## src/rtl/riscv_rrmux_if.sv

```systemverilog
// Channel-side and sink-side bundle of the arbitrated mux. Signal names keep
// the block's established i_/o_ port naming so existing integrations map 1:1.
interface riscv_rrmux_if #(
  parameter int unsigned WIDTH    = 64,
  parameter int unsigned CHANNELS = 4
);
  localparam int unsigned SELW = $clog2(CHANNELS);

  logic                      i_riscv_rrmux_mode;
  logic [SELW-1:0]           i_riscv_rrmux_sel;
  logic [CHANNELS-1:0]       i_riscv_rrmux_valid;
  logic [CHANNELS*WIDTH-1:0] i_riscv_rrmux_data;
  logic [CHANNELS-1:0]       o_riscv_rrmux_ready;
  logic                      o_riscv_rrmux_valid;
  logic [WIDTH-1:0]          o_riscv_rrmux_data;
  logic [SELW-1:0]           o_riscv_rrmux_chan;
  logic                      i_riscv_rrmux_ready;

  // Producers plus downstream sink, i.e. everything around the mux.
  modport master (
    output i_riscv_rrmux_mode, i_riscv_rrmux_sel, i_riscv_rrmux_valid,
           i_riscv_rrmux_data, i_riscv_rrmux_ready,
    input  o_riscv_rrmux_ready, o_riscv_rrmux_valid, o_riscv_rrmux_data,
           o_riscv_rrmux_chan
  );

  // The mux itself.
  modport slave (
    input  i_riscv_rrmux_mode, i_riscv_rrmux_sel, i_riscv_rrmux_valid,
           i_riscv_rrmux_data, i_riscv_rrmux_ready,
    output o_riscv_rrmux_ready, o_riscv_rrmux_valid, o_riscv_rrmux_data,
           o_riscv_rrmux_chan
  );
endinterface

```

## src/rtl/riscv_rrmux.sv

```systemverilog
// N-channel arbitrated mux with a registered output stage. Mode 0 steers by
// an external channel index, mode 1 arbitrates round-robin. One-cycle
// latency; the output register reloads in the same cycle it is drained.
module riscv_rrmux #(
  parameter  int unsigned WIDTH    = 64,
  parameter  int unsigned CHANNELS = 4,
  localparam int unsigned SELW     = $clog2(CHANNELS)
) (
  input logic          i_riscv_rrmux_clk,
  input logic          i_riscv_rrmux_rst,
  riscv_rrmux_if.slave bus
);

  logic                valid_q, valid_d;
  logic [WIDTH-1:0]    data_q,  data_d;
  logic [SELW-1:0]     chan_q,  chan_d;
  logic [SELW-1:0]     ptr_q,   ptr_d;

  logic                load;
  logic                sel_ok;
  logic                rr_found;
  logic [SELW-1:0]     rr_grant;
  int                  rr_idx;
  logic [SELW-1:0]     grant;
  logic                grant_valid;
  logic                transfer;
  logic [CHANNELS-1:0] ready_d;

  // A select value can only be out of range when CHANNELS is not a power of two.
  if ((1 << SELW) == CHANNELS) begin : g_sel_full
    assign sel_ok = 1'b1;
  end else begin : g_sel_part
    assign sel_ok = ({1'b0, bus.i_riscv_rrmux_sel} < (SELW+1)'(CHANNELS));
  end

  // Round-robin search: first valid channel at or after ptr, wrapping at CHANNELS.
  always_comb begin
    // NOTE: every variable gets a default before any conditional write, so no
    // path can leave it unassigned and infer a latch.
    rr_found = 1'b0;
    rr_grant = ptr_q;
    rr_idx   = 0;
    for (int i = 0; i < int'(CHANNELS); i++) begin
      rr_idx = int'(ptr_q) + i;
      if (rr_idx >= int'(CHANNELS)) rr_idx = rr_idx - int'(CHANNELS);
      if (!rr_found && bus.i_riscv_rrmux_valid[rr_idx]) begin
        rr_found = 1'b1;
        rr_grant = SELW'(rr_idx);
      end
    end
  end

  // Grant selection, accept decode and next state of the output stage.
  always_comb begin
    load = ~valid_q | bus.i_riscv_rrmux_ready;
    if (bus.i_riscv_rrmux_mode) begin
      grant       = rr_grant;
      grant_valid = rr_found;
    end else begin
      grant       = bus.i_riscv_rrmux_sel;
      grant_valid = sel_ok & bus.i_riscv_rrmux_valid[bus.i_riscv_rrmux_sel];
    end
    // Nothing is consumed while reset is held, even though the register is empty.
    transfer = load & grant_valid & ~i_riscv_rrmux_rst;

    ready_d = '0;
    for (int k = 0; k < int'(CHANNELS); k++) begin
      ready_d[k] = transfer & (grant == SELW'(k));
    end

    valid_d = valid_q;
    data_d  = data_q;
    chan_d  = chan_q;
    ptr_d   = ptr_q;
    if (load) begin
      valid_d = grant_valid;
      if (grant_valid) begin
        data_d = bus.i_riscv_rrmux_data[int'(grant)*WIDTH +: WIDTH];
        chan_d = grant;
      end
    end
    // Only round-robin transfers advance the pointer; it survives mode changes.
    if (bus.i_riscv_rrmux_mode && load && grant_valid) begin
      ptr_d = (int'(grant) == int'(CHANNELS) - 1) ? '0 : grant + SELW'(1);
    end
  end

  // Output register and round-robin pointer, synchronous reset.
  always_ff @(posedge i_riscv_rrmux_clk) begin
    // NOTE: clocked state uses non-blocking assignments so every register
    // samples pre-edge values regardless of statement order.
    if (i_riscv_rrmux_rst) begin
      // NOTE: the data register is a single output word, not a storage array,
      // and its reset value is observable, so it is reset along with control.
      valid_q <= 1'b0;
      data_q  <= '0;
      chan_q  <= '0;
      ptr_q   <= '0;
    end else begin
      valid_q <= valid_d;
      data_q  <= data_d;
      chan_q  <= chan_d;
      ptr_q   <= ptr_d;
    end
  end

  assign bus.o_riscv_rrmux_ready = ready_d;
  assign bus.o_riscv_rrmux_valid = valid_q;
  assign bus.o_riscv_rrmux_data  = data_q;
  assign bus.o_riscv_rrmux_chan  = chan_q;

endmodule

```

## src/flat_wrapper.sv

```systemverilog
// flat-port wrapper written by rule: the top's interface ports become plain ports
module riscv_rrmux_flat 
#(
  parameter  int unsigned WIDTH    = 64,
  parameter  int unsigned CHANNELS = 4,
  localparam int unsigned SELW     = $clog2(CHANNELS)
)
  (i_riscv_rrmux_clk, i_riscv_rrmux_rst, bus_i_riscv_rrmux_mode, bus_i_riscv_rrmux_sel, bus_i_riscv_rrmux_valid, bus_i_riscv_rrmux_data, bus_i_riscv_rrmux_ready, bus_o_riscv_rrmux_ready, bus_o_riscv_rrmux_valid, bus_o_riscv_rrmux_data, bus_o_riscv_rrmux_chan);
  riscv_rrmux_if #(.WIDTH(WIDTH), .CHANNELS(CHANNELS)) bus_i ();
  input logic i_riscv_rrmux_clk;
  input logic i_riscv_rrmux_rst;
  input wire logic [$bits(bus_i.i_riscv_rrmux_mode)-1:0] bus_i_riscv_rrmux_mode;
  input wire logic [$bits(bus_i.i_riscv_rrmux_sel)-1:0] bus_i_riscv_rrmux_sel;
  input wire logic [$bits(bus_i.i_riscv_rrmux_valid)-1:0] bus_i_riscv_rrmux_valid;
  input wire logic [$bits(bus_i.i_riscv_rrmux_data)-1:0] bus_i_riscv_rrmux_data;
  input wire logic [$bits(bus_i.i_riscv_rrmux_ready)-1:0] bus_i_riscv_rrmux_ready;
  output wire logic [$bits(bus_i.o_riscv_rrmux_ready)-1:0] bus_o_riscv_rrmux_ready;
  output wire logic [$bits(bus_i.o_riscv_rrmux_valid)-1:0] bus_o_riscv_rrmux_valid;
  output wire logic [$bits(bus_i.o_riscv_rrmux_data)-1:0] bus_o_riscv_rrmux_data;
  output wire logic [$bits(bus_i.o_riscv_rrmux_chan)-1:0] bus_o_riscv_rrmux_chan;
  assign bus_i.i_riscv_rrmux_mode = bus_i_riscv_rrmux_mode;
  assign bus_i.i_riscv_rrmux_sel = bus_i_riscv_rrmux_sel;
  assign bus_i.i_riscv_rrmux_valid = bus_i_riscv_rrmux_valid;
  assign bus_i.i_riscv_rrmux_data = bus_i_riscv_rrmux_data;
  assign bus_i.i_riscv_rrmux_ready = bus_i_riscv_rrmux_ready;
  assign bus_o_riscv_rrmux_ready = bus_i.o_riscv_rrmux_ready;
  assign bus_o_riscv_rrmux_valid = bus_i.o_riscv_rrmux_valid;
  assign bus_o_riscv_rrmux_data = bus_i.o_riscv_rrmux_data;
  assign bus_o_riscv_rrmux_chan = bus_i.o_riscv_rrmux_chan;
  riscv_rrmux #(.WIDTH(WIDTH), .CHANNELS(CHANNELS)) u_core (.i_riscv_rrmux_clk(i_riscv_rrmux_clk), .i_riscv_rrmux_rst(i_riscv_rrmux_rst), .bus(bus_i));
endmodule
```

## config.mk

```make
export PLATFORM = sky130hd
export DESIGN_NAME = riscv_rrmux_flat
export DESIGN_NICKNAME = d
export VERILOG_FILES = /design/src/rtl/riscv_rrmux_if.sv /design/src/rtl/riscv_rrmux.sv /design/src/flat_wrapper.sv
export SDC_FILE = /design/constraint.sdc
export NUM_CORES = 1
export LEC_CHECK = 0
export BUFFER_PORTS_ARGS = -buffer_cell sky130_fd_sc_hd__buf_2
export CAP_MARGIN = 20
export CORE_ASPECT_RATIO = 0.75
export CORE_MARGIN = 1
export CORE_UTILIZATION = 34
export DETAILED_ROUTE_END_ITERATION = 16
export GPL_ROUTABILITY_DRIVEN = 0
export PLACE_DENSITY = 0.65
export SLEW_MARGIN = 20
export SYNTH_ARGS = -nofsm -noshare
export SYNTH_HDL_FRONTEND = slang
export SYNTH_SLANG_ARGS = --single-unit
```

## constraint.sdc

```tcl
create_clock -name i_riscv_rrmux_clk -period 2.9 [get_ports i_riscv_rrmux_clk]
set_input_delay 0.58 -clock i_riscv_rrmux_clk [delete_from_list [all_inputs] [get_ports i_riscv_rrmux_clk]]
set_output_delay 0.58 -clock i_riscv_rrmux_clk [all_outputs]
set_load 0.02 [all_outputs]
```

======== Word level (Yosys, flattened, before mapping) ========
Cells that the tools add are included.
operators by class
  eq/ne operators ......................... 4
  shift-type cells ........................ 1
  bitwise logic cells ..................... 9
  reduce and logical (&&, ||, !) cells .... 10
  add/subtract/negate cells ............... 8
  mux-type cells .......................... 29
  $lt $le $gt $ge ......................... 9
operator list
  cell                     count
  $shiftx A256 B9 Y64      1
  $lt A32 B4 Y1 const B    4
  $mux W32                 4
  $ge A32 B4 Y1 const B    3
  $sub A32 B4 Y32 const B  3
  $mux W1                  14
  $mux W2                  6
  $bmux W1 S2              5
  $add A2 B2 Y3 const B    2
  $and A1 B1 Y1            6
  $logic_and A1 B1 Y1      5
  $eq A2 B1 Y1 const B     2
  $eq A2 B2 Y1 const B     2
  $sub A2 B3 Y4 const B    1
  $add A2 B1 Y3 const B    1
  $ge A2 B3 Y1 const B     1
  $logic_not A1 Y1         3
  $lt A2 B3 Y1 const B     1
  $add A2 B1 Y2 const B    1
  $logic_not A2 Y1         1
  $not A1 Y1               2
  $reduce_and A2 Y1        1
  $or A1 B1 Y1             1
storage, ports and cells
  bits of input ports ..................... 266
  word-level logic and storage cells ...... 74
  output and inout port bits .............. 71
  register bits ........................... 69

======== Logic depth before layout (Yosys ltp) ========
Gate-level depths: netlist of run 1.
  word-level depth ........................ 19
  gate-level depth with buffers ........... 9

======== Worst setup path after synthesis of run 1 ========
Ideal clock, no wire load.
  path kind ............................... in2out
  start point ............................. input port bus_i_riscv_rrmux_valid[3]
  end point ............................... output port bus_o_riscv_rrmux_ready[2]
  buffers on the path ..................... 1
  arrival ................................. 2.177 ns
  data required time ...................... 2.320 ns
  stages on the path ...................... 4
  slack ................................... 0.143 ns
  cell sequence ........................... buf_2 -> or4_1 -> a41o_1 -> nor4_1
between the ends
  cells in the longest elaborated chain, start to end .. 17
  elaborated cells on any way between the ends .. 34
RTL lines
  item                                         RTL line            text
  from (decl)                                  flat_wrapper.sv:14  input wire logic [$bits(bus_i.i_riscv_rrmux_valid)-1:0] bus_i_riscv_rrmux_valid;
  $bmux W1 S2                                  riscv_rrmux.sv:46   if (!rr_found && bus.i_riscv_rrmux_valid[rr_idx]) begin
  $mux W1 (not written as such) (2 in series)  riscv_rrmux.sv:46
  $mux W1                                      riscv_rrmux.sv:46
  $logic_not A1 Y1                             riscv_rrmux.sv:46
  $logic_and A1 B1 Y1                          riscv_rrmux.sv:46
  $mux W1                                      riscv_rrmux.sv:46
  $logic_not A1 Y1                             riscv_rrmux.sv:46
  $logic_and A1 B1 Y1                          riscv_rrmux.sv:46
  $mux W1                                      riscv_rrmux.sv:46
  $logic_not A1 Y1                             riscv_rrmux.sv:46
  $logic_and A1 B1 Y1                          riscv_rrmux.sv:46
  $mux W1                                      riscv_rrmux.sv:46
  $mux W1                                      riscv_rrmux.sv:56   if (bus.i_riscv_rrmux_mode) begin
  $and A1 B1 Y1 (2 in series)                  riscv_rrmux.sv:64   transfer = load & grant_valid & ~i_riscv_rrmux_rst;
  $and A1 B1 Y1 *                              riscv_rrmux.sv:68   ready_d[k] = transfer & (grant == SELW'(k));
  to (decl)                                    flat_wrapper.sv:17  output wire logic [$bits(bus_i.o_riscv_rrmux_ready)-1:0] bus_o_riscv_rrmux_ready;
Mark *: on every way between the ends. The rest lies on a longest branch, timed or not. The select of a mux whose other input is x is not followed.

======== Final worst setup path of run 1 ========
  start point ............................. register u_core.ptr_q[0]
  end point ............................... output port bus_o_riscv_rrmux_ready[2]
between the ends
  cells in the longest elaborated chain, start to end .. 19
  elaborated cells on any way between the ends .. 47
RTL lines
  item                                                                      RTL line            text
  from (decl)                                                               riscv_rrmux.sv:17   logic [SELW-1:0] ptr_q, ptr_d;
  from (signal assigned)                                                    riscv_rrmux.sv:103  ptr_q <= ptr_d;
  parallel branches: the longest is 18 deep, another holds $sub A32 B4 Y32  -
  $and A1 B1 Y1 *                                                           riscv_rrmux.sv:68
Mark *: on every way between the ends. The select of a mux whose other input is x is not followed.

==> flow_summary.yaml, run 1 <==
run_status:
  status: "complete, no violations"
synth:
  yosys-top-cells-area: "dfxtp_1, mux2i_1, a32oi_1, o221ai_1, o2bb2ai_1"
  synthFlopType: "dfxtp_1"
  yosysUniqueCellTypes: 42
  yosysWarnings: 0
  synth_top_area_share_pct: 24.6
  postSynthAreaPerCell_um2: 8.60
  synthesis.nets: 919
  synth.most_common_cell: "nor2_1"
  ys_ff_latch: 69
  yosysSeqAreaShare_pct: 24.6
  synth-edff-count: 0
  synth_area_mm2: 0.00562
  netlist_instances: 653
  synthArstFlopShare_pct: 0
  synth.top_cells.by_count: "nor2_1, mux2i_1, dfxtp_1"
  synth_top_cell_by_area: "dfxtp_1"
sta:
  finClkSkew_ns: 0.00936
  slew_headroom_pct: 34.3
  final-setup-viol-count: 0
  tightestPinTransition_ns: 0.986
  final-hold-violation-count: 0
  period_needed_ns: 2.76
  tns_ns: 0
  rsz0062_at_grt: "false"
  max_freq_ghz: 0.363
  fin_crit_sh_pct: 95.1
  final_max_slew_viol_count: 0
cts:
  tritoncts: "yes"
  path_clk_slew_ns: 0.06
  cts.sinks: 69
  postCtsSetupBuffers: 0
  numCtsBuffers: 9
  htreeDepth: 3
  clk_latency_ns: 0.34
  clockBufferDepth: 2
  cts_hold_buffers: 0
  cts_resized: 0
  root_buffer: "clkbuf_16"
layout:
  layout.cells.non_filler: 1155
  drive_gt1_share_pct: 39.6
  utilization_pct: 47.7
  nFillCells: 1613
  synthToLayoutAreaGrowth_pct: 36.4
  fin_nets: 1205
pwr:
  power_mw: 3.91
  peakVddDrop_v: 0.000256
  leakagePower_nw: 3.74
  powerDensity_mw_per_mm2: 510
drt:
  wl_mm: 21.6
  vias: 6593
  routed_via_density: 5.71
  drt_iter0_drc: 346
  wire_per_inst_um: 18.7
  drtAntennaViolNets: 0
  drtPass1Iterations: 5
  drcViolationCount: 0
global_routing:
  grt_max_degree: 82
  met3_usage_pct: 6.29
  grt_pass1_wl_mm: 32.9
  met2_usage_pct: 41.9
  grt_pass1_vias: 6260
  antenna_found_initial: 1
  gr-max-usage-layer: "met2"
  gr-total-overflow: 0
  use_met1_pct: 30.1
  grt_use_total_pct: 24.9
floorplan:
  die-area_mm2: 0.0170
  core_mm2: 0.0161
  io_pins: 337
  die_w_um: 150
  start_util_pct: 35.0
  placementRows: 40
  fp.dieH_um: 113
run:
  cap_violations: 0
min_path:
  worstHoldPathType: "flip-flop to flip-flop"
critical_path:
  cp.required_ns: 2.32
  cp.arrival_ns: 2.18
  end_kind: "output pin"
  cp_slowest_cell: "or4b_1"
  path_class: "flip-flop to output pin"
  cp_slowest_stage_delay_ns: 0.58
  path_max_fanout: 8
  cp-start-kind: "flip-flop"
  cp_top_family: "simple AND/OR/NAND/NOR gates"
  critPathBufInv: 1
  crit_path_cell_trace: "or4b_1 > o21a_1 > a41o_1 > nor4_1 > buf_2"
placed_design:
  port_buffers: 336
  dp.cells: 1138
  hpwlAfterDp_mm: 15.0
-- logic make-up (layout without fill, tap and decap cells) --
logic type	after synthesis	in the layout	share of synthesized area, %
compound gates	215	215	33.0
flops	69	69	24.6
buf+inv	80	371	6.82
mux	130	130	23.6
simple gates	159	159	12.0
other cells	0	1	0
-- worst paths after layout --
kind	slack (ns)	cells after the start	start	to
worst max-delay path	0.14	5	u_core.ptr_q[0]$_SDFFE_PP0P_	bus_o_riscv_rrmux_ready[2]
worst min-delay path	0.48	2	u_core.bus.o_riscv_rrmux_chan[1]$_SDFFE_PP0P_	u_core.bus.o_riscv_rrmux_chan[1]$_SDFFE_PP0P_
worst max register to register	0.31	6	u_core.ptr_q[0]$_SDFFE_PP0P_	u_core.bus.o_riscv_rrmux_data[44]$_SDFFE_PP0P_
worst min register to register	0.48	2	u_core.bus.o_riscv_rrmux_chan[1]$_SDFFE_PP0P_	u_core.bus.o_riscv_rrmux_chan[1]$_SDFFE_PP0P_
-- cell type report --
cell class	instances	area, um2	share of cell area, %
Timing Repair Buffer	349	1820	23.7
Sequential cell	69	1380	18.0
Antenna cell	1	2.50	0.0327
Clock inverter	6	62.6	0.816
Tap cell	210	263	3.43
Clock buffer	10	239	3.12
Inverter	6	22.5	0.294
Multi-Input combinational cell	504	3870	50.5
-- stage by stage --
stage,hold WS (ns),cell area (um2),setup WS (ns)
6_report,0.485,7660,0.142
5_1_grt,0.498,7660,0.0315
4_1_cts,0.479,7660,0.117
3_5_place_dp,0.471,7360,0.0183
3_3_place_gp,0.457,7360,0.0505
2_1_floorplan,0.550,5620,0.143
-- where the power goes --
group	switching (mW)	internal, mW
Sequential	0.0844	1.11
Clock	0.454	0.686
Combinational	0.931	0.643
-- placed cells by master, fill, tap and decap left out, types with 2 or more instances in the layout --
master        n
clkbuf_16     9
nand2b_1      2
clkinvlp_4    3
buf_12        3
o221ai_1     64
nor2b_1       5
and3_1        3
o22ai_1       2
dfxtp_1      69
mux2i_1     128
nand2_1       2
a21oi_1       3
o2bb2ai_1    64
o21ai_0       4
buf_4        11
o211a_1       4
inv_1         5
nor3_1        3
nor2_1      133
clkinv_2      2
buf_2       335
a32oi_1      64
or4_1         2
-- flip-flops by register name (all words and copies together), names as in the netlist --
name / count
u_core.bus.o_riscv_rrmux_valid: 1
u_core.bus.o_riscv_rrmux_data: 64
u_core.bus.o_riscv_rrmux_chan: 2
u_core.ptr_q: 2
-- per-layer routing --
layer	vias up	part of all wire (%)
met3	42	8.1
met4	0	2.8
met1	3060	42
met2	311	48
met5	-	0
li1	3180	-
-- worst register-to-register path, delay by kind of cell (launching register included) --
family | cells | cell delay (ns)
AND/OR/NAND/NOR | 2 | 1.34
AO/OA/AOI/OAI | 4 | 0.77
flip-flops | 1 | 0.40
Power figures use the tool's default switching activity.
==> inputs of run 2 (changes only) <==
--- a/config.mk
+++ b/config.mk
@@ -8,7 +8,7 @@
 export BUFFER_PORTS_ARGS = -buffer_cell sky130_fd_sc_hd__buf_2
 export CAP_MARGIN = 20
 export CORE_ASPECT_RATIO = 0.75
-export CORE_MARGIN = 1
+export CORE_MARGIN = 2
 export CORE_UTILIZATION = 34
 export DETAILED_ROUTE_END_ITERATION = 16
 export GPL_ROUTABILITY_DRIVEN = 0
==> constraint.sdc (replaced) <==
create_clock -name i_riscv_rrmux_clk -period 3.5 [get_ports i_riscv_rrmux_clk]
set_input_delay 0.7 -clock i_riscv_rrmux_clk [delete_from_list [all_inputs] [get_ports i_riscv_rrmux_clk]]
set_output_delay 0.7 -clock i_riscv_rrmux_clk [all_outputs]
set_load 0.02 [all_outputs]
==> run 2 against run 1 <==
Sequential power down 17%. Cell area up 0.15%. Routed wire length down 4.5%. Setup slack better by 0.37 ns. Count of clock-buffer cells in the layout up 1. Largest power group unchanged.
==> flow_summary.yaml, run 2 (synthesis gave the netlist of run 1 again) <==
global_routing:
  met2_usage_pct: 39.4
  grt_pass1_vias: 6032
  gr-max-usage-layer: "met2"
  gr-total-overflow: 0
  use_met1_pct: 27.4
  grt_max_degree: 67
  grt_pass1_wl_mm: 31.8
  grt_use_total_pct: 22.4
  met3_usage_pct: 5.50
  antenna_found_initial: 0
drt:
  drtAntennaViolNets: 0
  wl_mm: 20.7
  drt_iter0_drc: 322
  vias: 6543
  drtPass1Iterations: 5
  drcViolationCount: 0
  routed_via_density: 5.67
  wire_per_inst_um: 17.9
pwr:
  leakagePower_nw: 3.75
  power_mw: 3.22
  peakVddDrop_v: 0.000221
  powerDensity_mw_per_mm2: 419
critical_path:
  cp.required_ns: 2.80
  cp.arrival_ns: 2.29
  path_max_fanout: 8
  path_class: "primary input to output pin"
  cp-start-kind: "primary input"
  path_common_cell: "buf_2"
  cp_slowest_cell: "or4b_1"
  rrSetupSlack_ns: 1.07
  crit_path_cell_trace: "buf_2 > or4b_1 > o21a_1 > a41o_1 > nor4_1 > buf_2"
  cp_top_family: "simple AND/OR/NAND/NOR gates"
  critPathBufInv: 2
  end_kind: "output pin"
  cp_slowest_stage_delay_ns: 0.54
sta:
  finClkSkew_ns: 0.0127
  max_freq_ghz: 0.334
  tightestPinTransition_ns: 0.941
  period_needed_ns: 2.99
  final-hold-violation-count: 0
  rsz0062_at_grt: "false"
  final_max_slew_viol_count: 0
  holdWs_ns: 0.484
  tns_ns: 0
  final-setup-viol-count: 0
  fin_crit_sh_pct: 85.4
  slew_headroom_pct: 37.3
layout:
  diodes: 0
  final_cell_area_mm2: 0.00767
  largest_reg_flops: 64
  final_common_cell: "buf_2"
  synthToLayoutAreaGrowth_pct: 36.6
  fin_nets: 1205
  drive_gt1_share_pct: 39.5
  final_cell_mix: "buf_2, nor2_1, mux2i_1"
floorplan:
  core_mm2: 0.0161
  start_util_pct: 35.0
  placementRows: 40
  io_pins: 337
  die-area_mm2: 0.0176
  fp.dieH_um: 115
  die_w_um: 152
run_status:
  status: "complete, no violations"
placed_design:
  place_area_mm2: 0.00737
  hpwlAfterDp_mm: 14.7
  port_buffers: 336
cts:
  clockBufferDepth: 2
  clk_latency_ns: 0.34
  postCtsSetupBuffers: 0
  cts_hold_buffers: 0
  path_clk_slew_ns: 0.06
  root_buffer: "clkbuf_16"
  cts_resized: 0
  numCtsBuffers: 9
  tritoncts: "yes"
  cts.sinks: 69
  htreeDepth: 3
run:
  cap_violations: 0
min_path:
  worstHoldPathType: "flip-flop to flip-flop"
-- run 2: cell types whose count changed in the layout (fill, tap and decap cells not counted), sizes merged --
| cell | before | now |
|---|---|---|
| diode | 1 | 0 |
| clkbuf | 10 | 11 |
| clkinv | 2 | 3 |
| clkinvlp | 3 | 1 |
-- run 2: metrics by stage --
step	instances	util (%)	setup WS [ns]
3_5_place_dp	1138	45.9	0.512
4_1_cts	1154	47.8	0.514
3_3_place_gp	1138	45.9	0.605
5_1_grt	1154	47.8	0.450
2_1_floorplan	653	-	0.503
6_report	1154	47.8	0.510
-- run 2: final cells by class --
cell class	count	area (um2)
fillers	1611	8390
multi-input cells	504	3870
repair buffers	349	1830
flip-flops and latches	69	1380
well taps	210	263
clock buffers	11	243
clock inverters	5	60.1
inverters	6	22.5
-- run 2: path summary, 6_finish.rpt --
path	start	endpoint	cells past startpoint
setup reg to reg	u_core.ptr_q[0]$_SDFFE_PP0P_	u_core.bus.o_riscv_rrmux_data[19]$_SDFFE_PP0P_	7
setup / recovery	bus_i_riscv_rrmux_valid[1]	bus_o_riscv_rrmux_ready[2]	6
hold reg to reg	u_core.bus.o_riscv_rrmux_chan[1]$_SDFFE_PP0P_	u_core.bus.o_riscv_rrmux_chan[1]$_SDFFE_PP0P_	2
hold / removal	u_core.bus.o_riscv_rrmux_chan[1]$_SDFFE_PP0P_	u_core.bus.o_riscv_rrmux_chan[1]$_SDFFE_PP0P_	2
-- run 2: layer usage --
layer | vias to the layer above | routed length, um
li1 | 3182 | -
met1 | 3032 | 8710
met2 | 299 | 9830
met3 | 30 | 1710
met4 | 0 | 435
met5 | - | 0
-- run 2: worst min-delay path: stages, from the launching register on --
cell     delay, ns
dfxtp_1       0.31
o21ai_0       0.07
a21oi_1       0.06
-- run 2: where the power goes --
group	total, mW	switching (mW)	leakage (nW)	internal, mW
logic	1.30	0.765	3.03	0.534
clock network	0.931	0.358	0.146	0.573
registers	0.988	0.0693	0.576	0.919
